File: src/rtl/decode_lifo.sv
// Ping-pong bit LIFO that turns reverse-ordered traceback bits into forward-order output blocks.
// Latency: a block's last-written bit appears on OutBit the cycle after the edge that completes the bank.
// Backpressure: InReady drops only when both banks are full; bits offered then are dropped and Overflow sticks.
module decode_lifo #(
  parameter int DEPTH  = 32,
  parameter int WD_CNT = 5
) (
  input  logic CLOCK,
  input  logic Reset,
  input  logic Clear,
  input  logic InValid,
  input  logic InBit,
  output logic InReady,
  output logic OutBit,
  output logic OutValid,
  input  logic OutReady,
  output logic Overflow
);

  localparam logic [WD_CNT-1:0] LP_LAST = WD_CNT'(DEPTH - 1);

  // Bank storage: data only, never reset; validity lives in r_full.
  logic [DEPTH-1:0] r_mem [2];

  // Control state: per-bank FULL flags, write/read bank pointers and bit counters.
  logic [1:0]        r_full;
  logic              r_wbank;
  logic              r_rbank;
  logic [WD_CNT-1:0] r_wcnt;
  logic [WD_CNT-1:0] r_rcnt;
  logic              r_overflow;

  logic              w_wr_en;
  logic              w_drop;
  logic              w_rd_en;
  logic              w_fill_done;
  logic              w_drain_done;
  logic [1:0]        w_full_nxt;

  assign InReady  = ~r_full[r_wbank];
  assign OutValid = r_full[r_rbank];
  assign OutBit   = r_mem[r_rbank][r_rcnt];
  assign Overflow = r_overflow;

  assign w_wr_en      = InValid & InReady;
  assign w_drop       = InValid & ~InReady;
  assign w_rd_en      = OutValid & OutReady;
  assign w_fill_done  = w_wr_en & (r_wcnt == LP_LAST);
  assign w_drain_done = w_rd_en & (r_rcnt == '0);

  // Next FULL flags: a fill and a drain on the same edge always hit different banks,
  // since a write needs its bank empty and a read needs its bank full.
  always_comb begin
    w_full_nxt = r_full;
    if (w_fill_done) begin
      w_full_nxt[r_wbank] = 1'b1;
    end
    if (w_drain_done) begin
      w_full_nxt[r_rbank] = 1'b0;
    end
  end

  // Control registers; Clear flushes everything and overrides any read or write this cycle.
  always_ff @(posedge CLOCK or posedge Reset) begin
    if (Reset) begin
      r_full     <= 2'b00;
      r_wbank    <= 1'b0;
      r_rbank    <= 1'b0;
      r_wcnt     <= '0;
      r_rcnt     <= LP_LAST;
      r_overflow <= 1'b0;
    end else if (Clear) begin
      r_full     <= 2'b00;
      r_wbank    <= 1'b0;
      r_rbank    <= 1'b0;
      r_wcnt     <= '0;
      r_rcnt     <= LP_LAST;
      r_overflow <= 1'b0;
    end else begin
      r_full <= w_full_nxt;
      if (w_wr_en) begin
        if (w_fill_done) begin
          r_wbank <= ~r_wbank;
          r_wcnt  <= '0;
        end else begin
          r_wcnt  <= r_wcnt + WD_CNT'(1);
        end
      end
      if (w_rd_en) begin
        if (w_drain_done) begin
          r_rbank <= ~r_rbank;
          r_rcnt  <= LP_LAST;
        end else begin
          r_rcnt  <= r_rcnt - WD_CNT'(1);
        end
      end
      if (w_drop) begin
        r_overflow <= 1'b1;
      end
    end
  end

  // Bit store: incoming bit lands at the write counter position of the bank being filled.
  always_ff @(posedge CLOCK) begin
    if (w_wr_en && !Clear) begin
      r_mem[r_wbank][r_wcnt] <= InBit;
    end
  end

endmodule

File: config.mk
export PLATFORM = sky130hd
export DESIGN_NAME = decode_lifo
export DESIGN_NICKNAME = d
export VERILOG_FILES = /design/src/rtl/decode_lifo.sv
export SDC_FILE = /design/constraint.sdc
export NUM_CORES = 1
export LEC_CHECK = 0
export CAP_MARGIN = 20
export CORE_ASPECT_RATIO = 1.2
export CORE_MARGIN = 3
export CORE_UTILIZATION = 60
export CTS_CLUSTER_SIZE = 14
export DETAILED_ROUTE_END_ITERATION = 16
export DONT_BUFFER_PORTS = 1
export HOLD_SLACK_MARGIN = 0.05
export PLACE_DENSITY = 0.79
export SLEW_MARGIN = 15
export SYNTH_ARGS = -nofsm -noshare
export SYNTH_HDL_FRONTEND = slang
export SYNTH_SLANG_ARGS = --single-unit
File: constraint.sdc
create_clock -name CLOCK -period 2.6 [get_ports CLOCK]
set_input_delay 0.52 -clock CLOCK [delete_from_list [all_inputs] [get_ports CLOCK]]
set_output_delay 0.52 -clock CLOCK [all_outputs]
set_load 0.01 [all_outputs]
==> out/metrics.csv, run 1 <==
metric;value;unit
synth_nets;295;
grt_start_max_net_pins;65;
ant_nets;0;
n_fill_cell;390;
maxSlewHeadroom;0.498;
fin_crit;2.68;ns
rsz0062_at_grt;yes;
power_density;541;nW/um^2
crit_type;flip-flop to primary output;
grt_usage;0.237;
drv_cap;0;
synth-simple-area-share;0.149;
crit_fanout;13;
ys_warn_count;0;
grt_pass1_wl;12.5;mm
synthAdderAreaFrac;0.0202;
synth_mux_area_frac;0.121;
gp_congestion;0.808;
reg2reg_depth;3;
fin_crit_sh;1.03;
ir_worst_vdd;329;uV
die-area;7190;sq um
met3_usage;0.0545;
synth-edff-count;64;
synth-seq-area-share;0.618;
leakage;0.00137;uW
grt_pass1_vias;2380;
cts-buffers-inserted;9;
arrival;2.16;ns
place_area;3780;sq um
clockBufferDepth;2;
core_area;5820;sq um
rrSetupSlack;0.37;ns
drt_iter0_drc;265;
reg2reg_from;r_wbank$_DFFE_PP0P_;
worstSetupEndpointType;primary output;
fin_skew;0.0107;ns
htree_levels;3;
syn2layout_area_growth;7.59;%
setup_viol_count_final;1;
hold_viol_final;0;
dr.pass1.iters;5;
ys_async_sr_fraction;0.190;
overflow;0;
max_freq;0.373;GHz
status;finished with violations;
routed_wirelength;7.77;mm
cts_num_sinks;79;
synth_top_family_by_area;simple AND/OR/NAND/NOR gates;
worst_pin_slew;0.742;ns
grt_use_met2;0.354;
vias;2366;
worstSkewPairLatency;0.36;ns
drc_errors;0;
diodes;0;
tritoncts;done;
hp-class;input pin to asynchronous set/reset pin;
synth_cells;283;
avgSynthCellArea;13.2;sq um
synth-xor-area-share;0.00941;
synth_compound_area_frac;0.0480;
syn_area;3720;sq um
final_max_slew_viol_count;0;
startpoint_type;flip-flop;
path_clk_slew;0.08;ns
yosysUniqueCellTypes;46;
worst_slack;-0.0781;ns
dp_hpwl;4.70;mm
pin_count;10;
antenna_found_initial;0;
initial_core_util;0.640;
clock-root-buffer;clkbuf_8;
ys.flop_type;edfxtp_1;
ys_ff_latch;79;
die_h;92.3;microns
busiest_layer;met2;
whs;0.0880;ns
nets;299;
die_w;77.9;microns
viasPerCell;6.38;
row_count;30;
drive_gt1_frac;0.158;
timing.rr.end;r_mem[0][29]$_DFFE_PP_;
use_met1;0.327;
io_buffers;0;
avgRoutedWirePerCell;20.9;microns
violations;negative setup slack;
required;2.08;ns
final_area;4010;sq um
[cell type report]
| cell class | instances | area [sq um] | area share |
|---|---|---|---|
| Clock buffer | 10 | 128 | 0.0318 |
| Clock inverter | 5 | 26.3 | 0.00656 |
| Inverter | 10 | 37.5 | 0.00937 |
| Multi-Input combinational cell | 177 | 1310 | 0.327 |
| Sequential cell | 79 | 2300 | 0.575 |
| Tap cell | 80 | 100 | 0.0250 |
| Timing Repair Buffer | 10 | 104 | 0.0259 |
[per-stage QoR]
stage               utilization  instances  TNS (ns)  total power [uW]  worst slack [ns]
detailed placement        0.649        350         0              1430             0.199
global placement          0.649        350         0              1430             0.187
CTS                       0.679        367   -0.0746              2170           -0.0746
global route              0.689        371    -0.157              2230            -0.157
floorplan                     -        283         0              1430             0.311
finish                    0.689        371   -0.0781              2170           -0.0781
[repair_timing]
action                     in CTS  in global routing
hold buffers                    0                  0
pin swaps                       0                  1
setup endpoints to repair       1                  1
setup buffers                   2                  4
resized for setup               2                  3
[placed cells by master (no fill, tap or decap), types with 2 or more instances in the layout]
master     n
nor2_1    71
edfxtp_1  64
nand2_1   15
dfrtp_1   10
inv_1     10
mux4_2    10
clkbuf_8   9
a21oi_1    8
buf_4      7
nand3_1    6
mux4_1     6
ha_1       6
dfstp_2    5
a211oi_1   4
nand2b_1   4
nand3b_1   4
mux2i_1    4
nand4b_1   3
xnor2_1    3
a31oi_1    3
or3_1      3
o21ai_0    2
a211o_1    2
or3b_2     2
o22ai_1    2
clkinv_1   2
clkinv_2   2
buf_12     2
[sequential cells by signal, indices dropped and copies added (netlist names)]
signal,cells
r_mem,64
r_rcnt,5
r_wcnt,5
r_full,2
Overflow,1
r_rbank,1
r_wbank,1
[synth_stat cells (5+ instances only)]
cell type	number	area, sq um
inv_1	10	37.5
ha_1	6	75.1
nand3_1	6	30.0
nor2_1	71	267
clkbuf_1	11	41.3
edfxtp_1	64	1920
dfstp_2	5	131
dfrtp_1	10	250
mux4_1	6	158
nand2_1	15	56.3
mux4_2	10	225
a21oi_1	8	40.0
[power by group]
part           leakage (uW)  switching, uW  total [uW]  internal [uW]
Sequential         0.000766           4.23        1370           1370
Clock             0.0000810            428         761            333
Combinational      0.000523           22.2        31.3           9.04
Total               0.00137            454        2170           1710
[worst max-delay path, cell delays in order (launching register included)]
cell and delay (ns):
dfrtp_1 0.39, buf_12 0.17, buf_4 0.12, mux4_2 0.48
mux2i_1 0.20, a211oi_1 0.11, a211o_1 0.34
[routing by layer]
metal  up-vias  share of wire
met2       123           0.47
met3        23          0.085
met4         0          0.033
met5         -              0
li1       1045              -
met1      1175           0.42
[logic make-up after synthesis]
| logic type | Yosys count |
|---|---|
| and+or+nand+nor | 118 |
| AOI/OAI and AO/OA | 27 |
| buffers and inverters | 27 |
| xor gates and xnor gates | 4 |
| DFF | 79 |
| muxes | 22 |
| adders and majority gates | 6 |
[worst max-delay path by stage]
stage,from,endpoint,slack (ns),depth (start not counted)
after floorplan,r_rcnt[0]$_DFFE_PP1P_,OutBit,0.31,5
after global placement,r_rcnt[0]$_DFFE_PP1P_,OutBit,0.19,5
after detailed placement,r_rcnt[0]$_DFFE_PP1P_,OutBit,0.20,5
after CTS,r_rcnt[0]$_DFFE_PP1P_,OutBit,-0.07,5
after global routing,r_rcnt[0]$_DFFE_PP1P_,OutBit,-0.16,4
final,r_rbank$_DFFE_PP0P_,OutBit,-0.08,6
Note: power is estimated with default switching activity, not from simulation.
==> inputs of run 2 (changes only) <==
- ABC_CLOCK_PERIOD_IN_PS: default -> 2600
==> results of run 2 <==
Same layout as run 1: the final DEF is identical, and so are final timing and power.
==> inputs of run 3 (changes only) <==
- CAP_MARGIN: 20 -> 30
==> results of run 3 <==
Same layout as run 1: the final DEF is identical, and so are final timing and power.
